`config.mk`:
```
export PLATFORM = sky130hd
export DESIGN_NAME = fifo_bh_sync_width_conv_almost_full_flat
export DESIGN_NICKNAME = d
export VERILOG_FILES = /design/src/rtl/fifo_bh_sync_width_conv_almost_full_if.sv /design/src/rtl/fifo_bh_sync_width_conv_almost_full.sv /design/src/flat_wrapper.sv
export SDC_FILE = /design/constraint.sdc
export NUM_CORES = 1
export LEC_CHECK = 0
export CELL_PAD_IN_SITES_DETAIL_PLACEMENT = 1
export CELL_PAD_IN_SITES_GLOBAL_PLACEMENT = 2
export CORE_MARGIN = 2
export CORE_UTILIZATION = 46
export CTS_CLUSTER_SIZE = 25
export DETAILED_ROUTE_END_ITERATION = 6
export DONT_BUFFER_PORTS = 1
export GPL_ROUTABILITY_DRIVEN = 0
export MAX_ROUTING_LAYER = met4
export PLACE_DENSITY_LB_ADDON = 0.1
export SYNTH_ARGS = -nofsm -noshare
export SYNTH_HDL_FRONTEND = slang
export SYNTH_SLANG_ARGS = --single-unit
```
`constraint.sdc`:
```
create_clock -name clk -period 3 [get_ports clk]
set_input_delay 0.15 -clock clk [delete_from_list [all_inputs] [get_ports clk]]
set_output_delay 0.15 -clock clk [all_outputs]
set_load 0.02 [all_outputs]
```
`src/rtl/fifo_bh_sync_width_conv_almost_full_if.sv`:
```
// Push/pop bus of the width-converting FIFO: producer/consumer side is master, FIFO is slave.
interface fifo_bh_sync_width_conv_almost_full_if #(
  parameter int WR_WIDTH  = 32,
  parameter int RD_WIDTH  = 32,
  parameter int DEPTH_LG2 = 4
);
  logic                 flush_i;
  logic                 wren_i;
  logic [WR_WIDTH-1:0]  wdata_i;
  logic                 full_o;
  logic                 almost_full_o;
  logic                 rden_i;
  logic [RD_WIDTH-1:0]  rdata_o;
  logic                 empty_o;
  logic                 valid_o;
  logic [DEPTH_LG2:0]   count_o;
  logic                 overflow_o;
  logic                 underflow_o;

  modport master (
    output flush_i, wren_i, wdata_i, rden_i,
    input  full_o, almost_full_o, rdata_o, empty_o, valid_o, count_o, overflow_o, underflow_o
  );

  modport slave (
    input  flush_i, wren_i, wdata_i, rden_i,
    output full_o, almost_full_o, rdata_o, empty_o, valid_o, count_o, overflow_o, underflow_o
  );
endinterface

```
`src/rtl/fifo_bh_sync_width_conv_almost_full.sv`:
```
// Single-clock FWFT FIFO packing/unpacking between write and read widths; write-to-valid 1 clk, read 0 clk.
// Writes are refused while full_o and reads while empty_o, using flags registered at cycle start.
module fifo_bh_sync_width_conv_almost_full #(
  parameter int WR_WIDTH          = 32,
  parameter int RD_WIDTH          = 32,
  parameter int DEPTH_LG2         = 4,
  parameter int ALMOST_FULL_SPACE = 2
) (
  input logic clk,
  input logic reset_n,
  fifo_bh_sync_width_conv_almost_full_if.slave bus
);

  localparam int NW        = (WR_WIDTH < RD_WIDTH) ? WR_WIDTH : RD_WIDTH;
  localparam int WR_RATIO  = WR_WIDTH / NW;
  localparam int RD_RATIO  = RD_WIDTH / NW;
  localparam int MAX_RATIO = (WR_RATIO > RD_RATIO) ? WR_RATIO : RD_RATIO;
  localparam int DEPTH     = 1 << DEPTH_LG2;
  localparam int PW        = DEPTH_LG2;
  localparam int CW        = DEPTH_LG2 + 1;

  localparam logic [CW-1:0] WR_INC    = CW'(WR_RATIO);
  localparam logic [CW-1:0] RD_DEC    = CW'(RD_RATIO);
  localparam logic [CW-1:0] DEPTH_CNT = CW'(DEPTH);
  localparam bit            AF_RST    = (DEPTH / WR_RATIO) < ALMOST_FULL_SPACE;

  function automatic bit ratio_ok(input int r);
    return (r == 1) || (r == 2) || (r == 4) || (r == 8);
  endfunction

  generate
    if (!ratio_ok(WR_RATIO) || !ratio_ok(RD_RATIO) ||
        (WR_WIDTH % NW) != 0 || (RD_WIDTH % NW) != 0 ||
        DEPTH < 2 * MAX_RATIO) begin : g_bad_cfg
      $error("fifo_bh_sync_width_conv_almost_full: unsupported width ratio or depth");
    end
  endgenerate

  logic [NW-1:0]       mem [DEPTH];
  logic [PW-1:0]       wr_ptr;
  logic [PW-1:0]       rd_ptr;
  logic [CW-1:0]       count;
  logic [CW-1:0]       count_nxt;
  logic [CW-1:0]       free_nxt;
  logic                full;
  logic                empty;
  logic                almost_full;
  logic                overflow;
  logic                underflow;
  logic                acc_wr;
  logic                acc_rd;
  logic [RD_WIDTH-1:0] rdata;

  assign acc_wr = bus.wren_i & ~full;
  assign acc_rd = bus.rden_i & ~empty;

  always_comb begin
    count_nxt = count;
    if (acc_wr) count_nxt = count_nxt + WR_INC;
    if (acc_rd) count_nxt = count_nxt - RD_DEC;
    free_nxt = DEPTH_CNT - count_nxt;
  end

  always_ff @(posedge clk) begin
    if (!reset_n) begin
      wr_ptr      <= '0;
      rd_ptr      <= '0;
      count       <= '0;
      full        <= 1'b0;
      empty       <= 1'b1;
      almost_full <= AF_RST;
      overflow    <= 1'b0;
      underflow   <= 1'b0;
    end else if (bus.flush_i) begin
      // flush empties the buffer but keeps the sticky error history
      wr_ptr      <= '0;
      rd_ptr      <= '0;
      count       <= '0;
      full        <= 1'b0;
      empty       <= 1'b1;
      almost_full <= AF_RST;
    end else begin
      if (acc_wr) wr_ptr <= wr_ptr + PW'(WR_RATIO);
      if (acc_rd) rd_ptr <= rd_ptr + PW'(RD_RATIO);
      count       <= count_nxt;
      full        <= free_nxt < WR_INC;
      empty       <= count_nxt < RD_DEC;
      almost_full <= (32'(free_nxt) / 32'(WR_RATIO)) < 32'(ALMOST_FULL_SPACE);
      overflow    <= overflow  | (bus.wren_i & full);
      underflow   <= underflow | (bus.rden_i & empty);
    end
  end

  // storage is deliberately not reset; only pointers define what is live
  always_ff @(posedge clk) begin
    if (reset_n && !bus.flush_i && acc_wr) begin
      for (int k = 0; k < WR_RATIO; k++) begin
        mem[wr_ptr + PW'(k)] <= bus.wdata_i[k*NW +: NW];
      end
    end
  end

  always_comb begin
    rdata = '0;
    for (int k = 0; k < RD_RATIO; k++) begin
      rdata[k*NW +: NW] = mem[rd_ptr + PW'(k)];
    end
  end

  assign bus.rdata_o       = rdata;
  assign bus.full_o        = full;
  assign bus.almost_full_o = almost_full;
  assign bus.empty_o       = empty;
  assign bus.valid_o       = ~empty;
  assign bus.count_o       = count;
  assign bus.overflow_o    = overflow;
  assign bus.underflow_o   = underflow;

endmodule

```
`src/flat_wrapper.sv`:
```
// flat-port wrapper written by rule: the top's interface ports become plain ports
module fifo_bh_sync_width_conv_almost_full_flat 
#(
  parameter int WR_WIDTH          = 32,
  parameter int RD_WIDTH          = 32,
  parameter int DEPTH_LG2         = 4,
  parameter int ALMOST_FULL_SPACE = 2
)
  (clk, reset_n, bus_flush_i, bus_wren_i, bus_wdata_i, bus_rden_i, bus_full_o, bus_almost_full_o, bus_rdata_o, bus_empty_o, bus_valid_o, bus_count_o, bus_overflow_o, bus_underflow_o);
  fifo_bh_sync_width_conv_almost_full_if #(.WR_WIDTH(WR_WIDTH), .RD_WIDTH(RD_WIDTH), .DEPTH_LG2(DEPTH_LG2)) bus_i ();
  input logic clk;
  input logic reset_n;
  input wire logic [$bits(bus_i.flush_i)-1:0] bus_flush_i;
  input wire logic [$bits(bus_i.wren_i)-1:0] bus_wren_i;
  input wire logic [$bits(bus_i.wdata_i)-1:0] bus_wdata_i;
  input wire logic [$bits(bus_i.rden_i)-1:0] bus_rden_i;
  output wire logic [$bits(bus_i.full_o)-1:0] bus_full_o;
  output wire logic [$bits(bus_i.almost_full_o)-1:0] bus_almost_full_o;
  output wire logic [$bits(bus_i.rdata_o)-1:0] bus_rdata_o;
  output wire logic [$bits(bus_i.empty_o)-1:0] bus_empty_o;
  output wire logic [$bits(bus_i.valid_o)-1:0] bus_valid_o;
  output wire logic [$bits(bus_i.count_o)-1:0] bus_count_o;
  output wire logic [$bits(bus_i.overflow_o)-1:0] bus_overflow_o;
  output wire logic [$bits(bus_i.underflow_o)-1:0] bus_underflow_o;
  assign bus_i.flush_i = bus_flush_i;
  assign bus_i.wren_i = bus_wren_i;
  assign bus_i.wdata_i = bus_wdata_i;
  assign bus_i.rden_i = bus_rden_i;
  assign bus_full_o = bus_i.full_o;
  assign bus_almost_full_o = bus_i.almost_full_o;
  assign bus_rdata_o = bus_i.rdata_o;
  assign bus_empty_o = bus_i.empty_o;
  assign bus_valid_o = bus_i.valid_o;
  assign bus_count_o = bus_i.count_o;
  assign bus_overflow_o = bus_i.overflow_o;
  assign bus_underflow_o = bus_i.underflow_o;
  fifo_bh_sync_width_conv_almost_full #(.WR_WIDTH(WR_WIDTH), .RD_WIDTH(RD_WIDTH), .DEPTH_LG2(DEPTH_LG2), .ALMOST_FULL_SPACE(ALMOST_FULL_SPACE)) u_core (.clk(clk), .reset_n(reset_n), .bus(bus_i));
endmodule
```
==> results of run 1 <==
-- layout by cell type (no fill, tap or decap), drive strengths merged, types with 2 or more instances in the layout --
cell type and n:
clkbuf 65, mux2i 2, o21a 4, mux4 160
nand4 3, buf 30, nor2 36, xor2 7
edfxtp 512, nor3b 2, o41ai 2, ha 8
xnor2 9, nand3 2, dfxtp 22, or3 2
inv 4, bufinv 7, nor3 3, nand2 18
a21oi 5, nor4 2, dlygate4sd3 38, clkinv 29
nand3b 2, nor2b 2, nand2b 2, diode 2
-- stage by stage --
stage	hold slack (ns)	std cells
final	0.0657	1582
after global routing	0.0830	1582
after CTS	0.0265	1580
after detailed placement	0.249	1439
after global placement	0.250	1439
after floorplan	0.249	855
-- where the power goes --
group | internal [W] | leakage, nW | total (W) | switching [W]
sequential | 0.00819 | 4.79 | 0.00820 | 0.0000157
clock | 0.00415 | 0.913 | 0.00693 | 0.00278
combinational | 0.000151 | 1.46 | 0.000395 | 0.000244
-- repair_timing --
action / in CTS / in global routing
resized for setup: 0 / 1
setup endpoints to repair: 0 / 2
hold buffers: 38 / 0
hold endpoints to repair: 532 / 0
-- worst reg2reg max path, stage by stage (launching register included) --
cell and delay (ns):
dfxtp_1 0.53, and2b_4 0.30, xnor2_2 0.31, ha_2 0.34, nand2_1 0.13, nand2_1 0.09, ha_1 0.31, or4_4 0.55
nor3b_2 0.17
-- synth_stat cells, drive strengths merged (3+ instances only) --
cell,n,area share [%]
a21oi,5,0.14
buf,14,0.30
clkbuf,24,0.44
dfxtp,22,2.2
edfxtp,512,76
ha,8,0.49
inv,3,0.055
mux4,160,18
nand2,18,0.33
nand4,3,0.092
nor2,36,0.68
nor3,3,0.12
o21a,4,0.15
xnor2,9,0.42
xor2,7,0.34
-- layer usage --
layer,track usage (%),wire (um),vias up
met5,-,0,-
met4,5.44,954,0
met3,4.09,2120,75
met2,33.8,22800,212
met1,27.1,19000,4985
li1,-,-,3832
-- logic make-up after synthesis --
kind of cell / Yosys count
flip-flops: 534
AND/OR/NAND/NOR: 79
buffers and inverters: 41
adder cells (fa/ha/maj): 8
multiplexers: 162
AO/OA/AOI/OAI: 15
XOR/XNOR: 16
-- registers in the layout (all words and copies together) (netlist names), named ones only --
name / flops
u_core.bus.empty_o: 1
u_core.wr_ptr: 4
u_core.rd_ptr: 4
u_core.mem: 512
u_core.bus.almost_full_o: 1
u_core.bus.full_o: 1
u_core.bus.count_o: 5
u_core.bus.overflow_o: 1
u_core.bus.underflow_o: 1
-- final cells by class --
class	instances	area share [%]
flip-flops and latches	534	66.5
clock buffers	65	6.29
well taps	592	3.11
clock inverters	38	1.51
repair buffers	68	3.65
inverters	3	0.0473
diodes	2	0.0210
multi-input cells	280	18.9
-- path summary, 6_finish.rpt --
kind / from / depth (start not counted) / end
min reg2reg: u_core.rd_ptr[1] / 2 / flip-flop
min: bus_wren_i / 5 / u_core.bus.count_o[3]
max: u_core.bus.full_o / 8 / u_core.bus.full_o
max reg2reg: u_core.bus.full_o / 8 / u_core.bus.full_o
==> impl_results.md, run 1 <==
* First-pass GRT wire length at 67.2 mm
* Vias in the first global route at 10.2k
* Reg area at 0.0158 mm^2
* RSZ-0062 raised after global routing: false
* Io pins at 80
* # setup viols final at 0
* Synth Warn # at 0
* Detail Placement HPWL at 22.9 mm
* Area occupied by multi-input gates at 0.00451 mm^2
* Avg Inst Size Synth at 23.8 um^2
* Critical path peak fanout at 11
* Pwr dens at 652 mW/mm^2
* #FFs+latches synth at 534
* Synth Area in Adders at 0.492%
* Final core occ at 54.2%
* Dpl ws at 0.173 ns
* Worst Skew at 0.0184 ns
* H-tree Lvls at 2
* Synth Area in XOR/XNOR at 0.762%
* Std cell rows at 77
* Worst-Skew Late Latency at 0.60 ns
* Worst EP required at 3.52 ns
* Residual DRC at 0
* Sequential fraction of the synthesis area at 77.7%
* Post-synthesis instance area at 0.0204 mm^2
* # Post-CTS Setup Buffers at 0
* Synth Area in Simple Gates at 1.94%
* Post-synth cell types at 41
* Initial antenna violation count at 2
* CP Class: reg2reg
* Delay-heaviest family, CP: simple AND/OR/NAND/NOR gates
* Share of layout cells above drive strength 1 at 30.6%
* Slowest CP cell: or4_4
* Measured slew at the worst slew-check pin at 0.748 ns
* Clk root buf: clkbuf_16
* Syn_nets at 900
* Vias/cell at 5.75
* MaxCap Viol Count at 0
* Post-route design area at 0.0238 mm^2
* Min-delay worst type: in2reg
* Starting Density at 46.3%
* IR drop worst, VDD at 0.475 mV
* Die H at 214 um
* Final Max Slew Viols at 0
* Outcome: finished clean
* P_leak at 7.16 nW
* Flop-to-flop setup slack at 0.20 ns
* CP Capture Type: flip-flop
* CTS tree: built
* Fin. Hold Viols at 0
* Achievable Freq at 357 MHz
* CTS Sinks at 534
* Data arrival, critical path at 3.32 ns
* Slowest stage delay, CP at 0.55 ns
* Avg WL per Cell at 28.4 um
* Largest family of logic cells by synthesized area: multiplexers
* Post-synth ARST share at 0%
* Synth Area in Compound Gates at 0.541%
* Post-route minimum period at 2.80 ns
* Nets at 987
* Die ar. at 0.0460 mm^2
* Final WL at 44.9 mm
* Gr ovfl total at 0
* Router iterations before antenna repair at 4
* Die Width at 214 um
* Number of CTS-inserted buffers at 55
* Mux share of post-synthesis cell area at 17.8%
* Total power at 0.0155 W
* Initial DRC Count at 617
* P&R area growth vs syn at 17.0%
* Final worst-path setup slack at 0.201 ns
* DP Area at 0.0216 mm^2
* Tcrit/Tclk final at 93.3%
* # fillers at 3705
* Post-Syn Instances at 855
* Worst-path cell chain: and2b_4 -> xnor2_2 -> ha_2 -> nand2_1 -> nand2_1 -> ha_1 -> or4_4 -> nor3b_2
* Clk pin slew, worst setup/hold paths at 0.06 ns
* Slew headroom at 50.1%
* Worst Path Buf+Inv at 0
* Startpoint type of the worst setup path: flip-flop
* Longest Clk Path Bufs at 3
* Top FF cell, synth: edfxtp_1
* ANT nets after route at 0
* TNS Setup at 0 ns
* Most Frequent Cell on Critical Path: nand2_1
* PortBufs at 0
* Pin count of the biggest net entering global routing at 50
* Number of synthesized flops with an enable pin at 512
* Routed vias at 9104
* Core footprint at 0.0439 mm^2
* GRT Total Usage at 20.8%
Note: power is estimated with default switching activity, not from simulation.
==> inputs of run 2 (changes only) <==
--- a/config.mk
+++ b/config.mk
@@ -5,10 +5,12 @@
 export SDC_FILE = /design/constraint.sdc
 export NUM_CORES = 1
 export LEC_CHECK = 0
+export ABC_AREA = 1
 export CELL_PAD_IN_SITES_DETAIL_PLACEMENT = 1
 export CELL_PAD_IN_SITES_GLOBAL_PLACEMENT = 2
 export CORE_MARGIN = 2
-export CORE_UTILIZATION = 46
+export CORE_UTILIZATION = 41
+export CTS_BUF_LIST = sky130_fd_sc_hd__clkbuf_16
 export CTS_CLUSTER_SIZE = 25
 export DETAILED_ROUTE_END_ITERATION = 6
 export DONT_BUFFER_PORTS = 1
==> run 2 against run 1 <==
Effect of this change: die area increased by 18%; via count increased by 37%; sequential share of layout area decreased by 2.2 points; final cell count increased by 45%; synthesized area increased by 5.6%; clock-buffer cell count decreased by 8; synthesized cell count increased by 79%; combinational power increased by 33%; sequential cell count unchanged; cell area increased by 3.4%; global-route usage increased by 0.39 points; critical path depth decreased by 3; largest cell class unchanged.
==> impl_results.md, run 2 <==
* Outcome: finished clean
* GRT Total Usage at 21.2%
* MaxCap Viol Count at 0
* H-tree Lvls at 2
* Fin. Hold Viols at 0
* Initial DRC Count at 770
* Worst Path Buf+Inv at 1
* Longest Clk Path Bufs at 3
* CTS tree: built
* IR drop worst, VDD at 0.414 mV
* RSZ-0062 raised after global routing: false
* Post-synth cell types at 31
* Worst-path cell chain: buf_12 -> mux2i_1 -> o21ai_0 -> o211ai_1 -> nand2_1
* Final core occ at 47.7%
* CTS Sinks at 534
* Routed vias at 12.5k
* # resized after CTS at 0
* TNS Setup at 0 ns
* Share of layout cells above drive strength 1 at 9.62%
* Final WL at 54.8 mm
* Avg Inst Size Synth at 14.1 um^2
* R2R depth at 15
* Measured slew at the worst slew-check pin at 1.18 ns
* Starting Density at 41.7%
* Total power at 0.0151 W
* ANT nets after route at 0
* Slew headroom at 21.4%
* Slowest CP cell: dfxtp_4
* Most frequent cells in the layout: edfxtp_1 (512), o21ai_0 (162), inv_1 (161)
* Die Width at 233 um
* Synth Warn # at 0
* Std cell rows at 83
* Io pins at 80
* Final non-filler cell total at 2292
* Critical path peak fanout at 106
* Most frequent cell after synthesis: edfxtp_1
* Max reg flops at 512
* Worst-case hold slack at 0.0288 ns
* Placed Cells at 2154
* CP Class: reg2out
* Post-Syn Instances at 1527
* Startpoint type of the worst setup path: flip-flop
* Top post-synthesis cells by area: edfxtp_1 (71%), mux2i_1 (6.0%), o211ai_1 (4.5%), o21ai_0 (3.8%), a21oi_1 (3.1%)
* Worst r2r src: u_core.bus.count_o[1]
* Biggest area consumer among synthesized cells: edfxtp_1
* PortBufs at 0
* Nets at 1617
* Worst-Skew Late Latency at 0.62 ns
* Die H at 233 um
* Initial antenna violation count at 1
* Flop-to-flop setup slack at 0.48 ns
* Residual DRC at 0
* Pwr dens at 612 mW/mm^2
* Post-synthesis instance area at 0.0215 mm^2
* Number of CTS-inserted buffers at 57
* Worst setup endpoint: bus_rdata_o[8]
* Largest reg by FF count: u_core.mem
* CP Capture Type: output port
* Reg-to-Reg End: u_core.bus.almost_full_o
* Gr ovfl total at 0
* Delay-heaviest family, CP: flip-flops
* P&R area growth vs syn at 14.5%
* Tcrit/Tclk final at 88.3%
* Min-delay worst type: in2reg
* Worst EP required at 2.85 ns
* P_leak at 7.98 nW
* Pin count of the biggest net entering global routing at 129
* # setup viols final at 0
* Clk root buf: clkbuf_16
* Clk pin slew, worst setup/hold paths at 0.06 ns
* Avg WL per Cell at 23.9 um
* Router iterations before antenna repair at 4
* Commonest non-fill, non-tap cell in the layout: edfxtp_1
* Vias in the first global route at 13.1k
* Post-route minimum period at 2.65 ns
* Detail Placement HPWL at 27.9 mm
* Vias/cell at 5.45
* Slowest stage delay, CP at 0.53 ns
* Core footprint at 0.0516 mm^2
* First-pass GRT wire length at 82.5 mm
* Final Max Slew Viols at 0
* Sequential fraction of the synthesis area at 73.5%
* Post-synth ARST share at 0%
* Worst Skew at 0.0154 ns
* Die ar. at 0.0543 mm^2
* #FFs+latches synth at 534
* Top FF cell, synth: edfxtp_1
* Number of synthesized flops with an enable pin at 512
* Post-synth top cells: edfxtp_1 (512), o21ai_0 (162), inv_1 (152)
* Share of the synthesized area in the top cell type at 71.5%
* Achievable Freq at 377 MHz
* Syn_nets at 1572
* Worst path depth at 5
* Data arrival, critical path at 2.50 ns
-- run 2: layout make-up --
cell class                 count  area, um^2
antenna                        1        2.50
multi-input combinational    742        4800
fill                        5012       27000
sequential                   534       15800
timing repair buffer          79         903
tap                          680         851
clock buffer                  57        1430
clock inverter                41         223
inverter                     158         596
-- run 2: how the worst min path moves through the flow --
stage / to / slack (ns) / depth (start not counted) / start
final: u_core.bus.count_o[2] / 0.03 / 6 / bus_wren_i
after global routing: u_core.bus.count_o[2] / 0.07 / 6 / bus_wren_i
after CTS: u_core.bus.count_o[2] / 0.0006 / 6 / bus_wren_i
after detailed placement: u_core.mem[7][11] / 0.25 / 0 / bus_wdata_i[11]
after global placement: u_core.mem[6][11] / 0.25 / 0 / bus_wdata_i[11]
after floorplan: u_core.mem[0][0] / 0.25 / 0 / bus_wdata_i[0]
-- run 2: layer usage --
metal  global-route usage [%]  up-vias  wire length [um]
met2                     34.9      198             26700
met4                     5.57        0              1260
li1                         -     5766                 -
met1                     27.2     6444             24900
met5                        -        -                 0
met3                     3.49       90              1980
-- run 2: repair_timing --
action	CTS	global route
setup buffers	0	0
hold endpoints to repair	527	0
hold buffers	39	0
-- run 2: power by group --
| part | internal (W) | switching (W) | total [W] |
|---|---|---|---|
| registers | 0.00819 | 0.0000191 | 0.00821 |
| clock network | 0.00350 | 0.00283 | 0.00633 |
| logic | 0.000156 | 0.000367 | 0.000524 |
-- run 2: kinds of logic after synthesis --
kind of cell               Yosys count  share of synthesized area, %
xor gates and xnor gates             1                        0.0407
buffers and inverters              251                          4.76
muxes                              128                          5.96
adders and majority gates            8                         0.465
DFF                                534                          73.5
AOI/OAI and AO/OA                  430                          11.6
and+or+nand+nor                    175                          3.66
-- run 2: tightest hold or removal path, stage by stage --
cell	delay, ns
nand3_1	0.08
nand2_1	0.07
nand3_2	0.09
nand2_2	0.08
inv_2	0.08
nor2_1	0.05
-- run 2: per-stage QoR --
| stage | area, um^2 | worst slack, ns |
|---|---|---|
| 2_1_floorplan | 21500 | 0.362 |
| 3_3_place_gp | 22600 | 0.525 |
| 3_5_place_dp | 22600 | 0.464 |
| 4_1_cts | 24600 | 0.257 |
| 5_1_grt | 24600 | 0.129 |
| 6_report | 24600 | 0.350 |
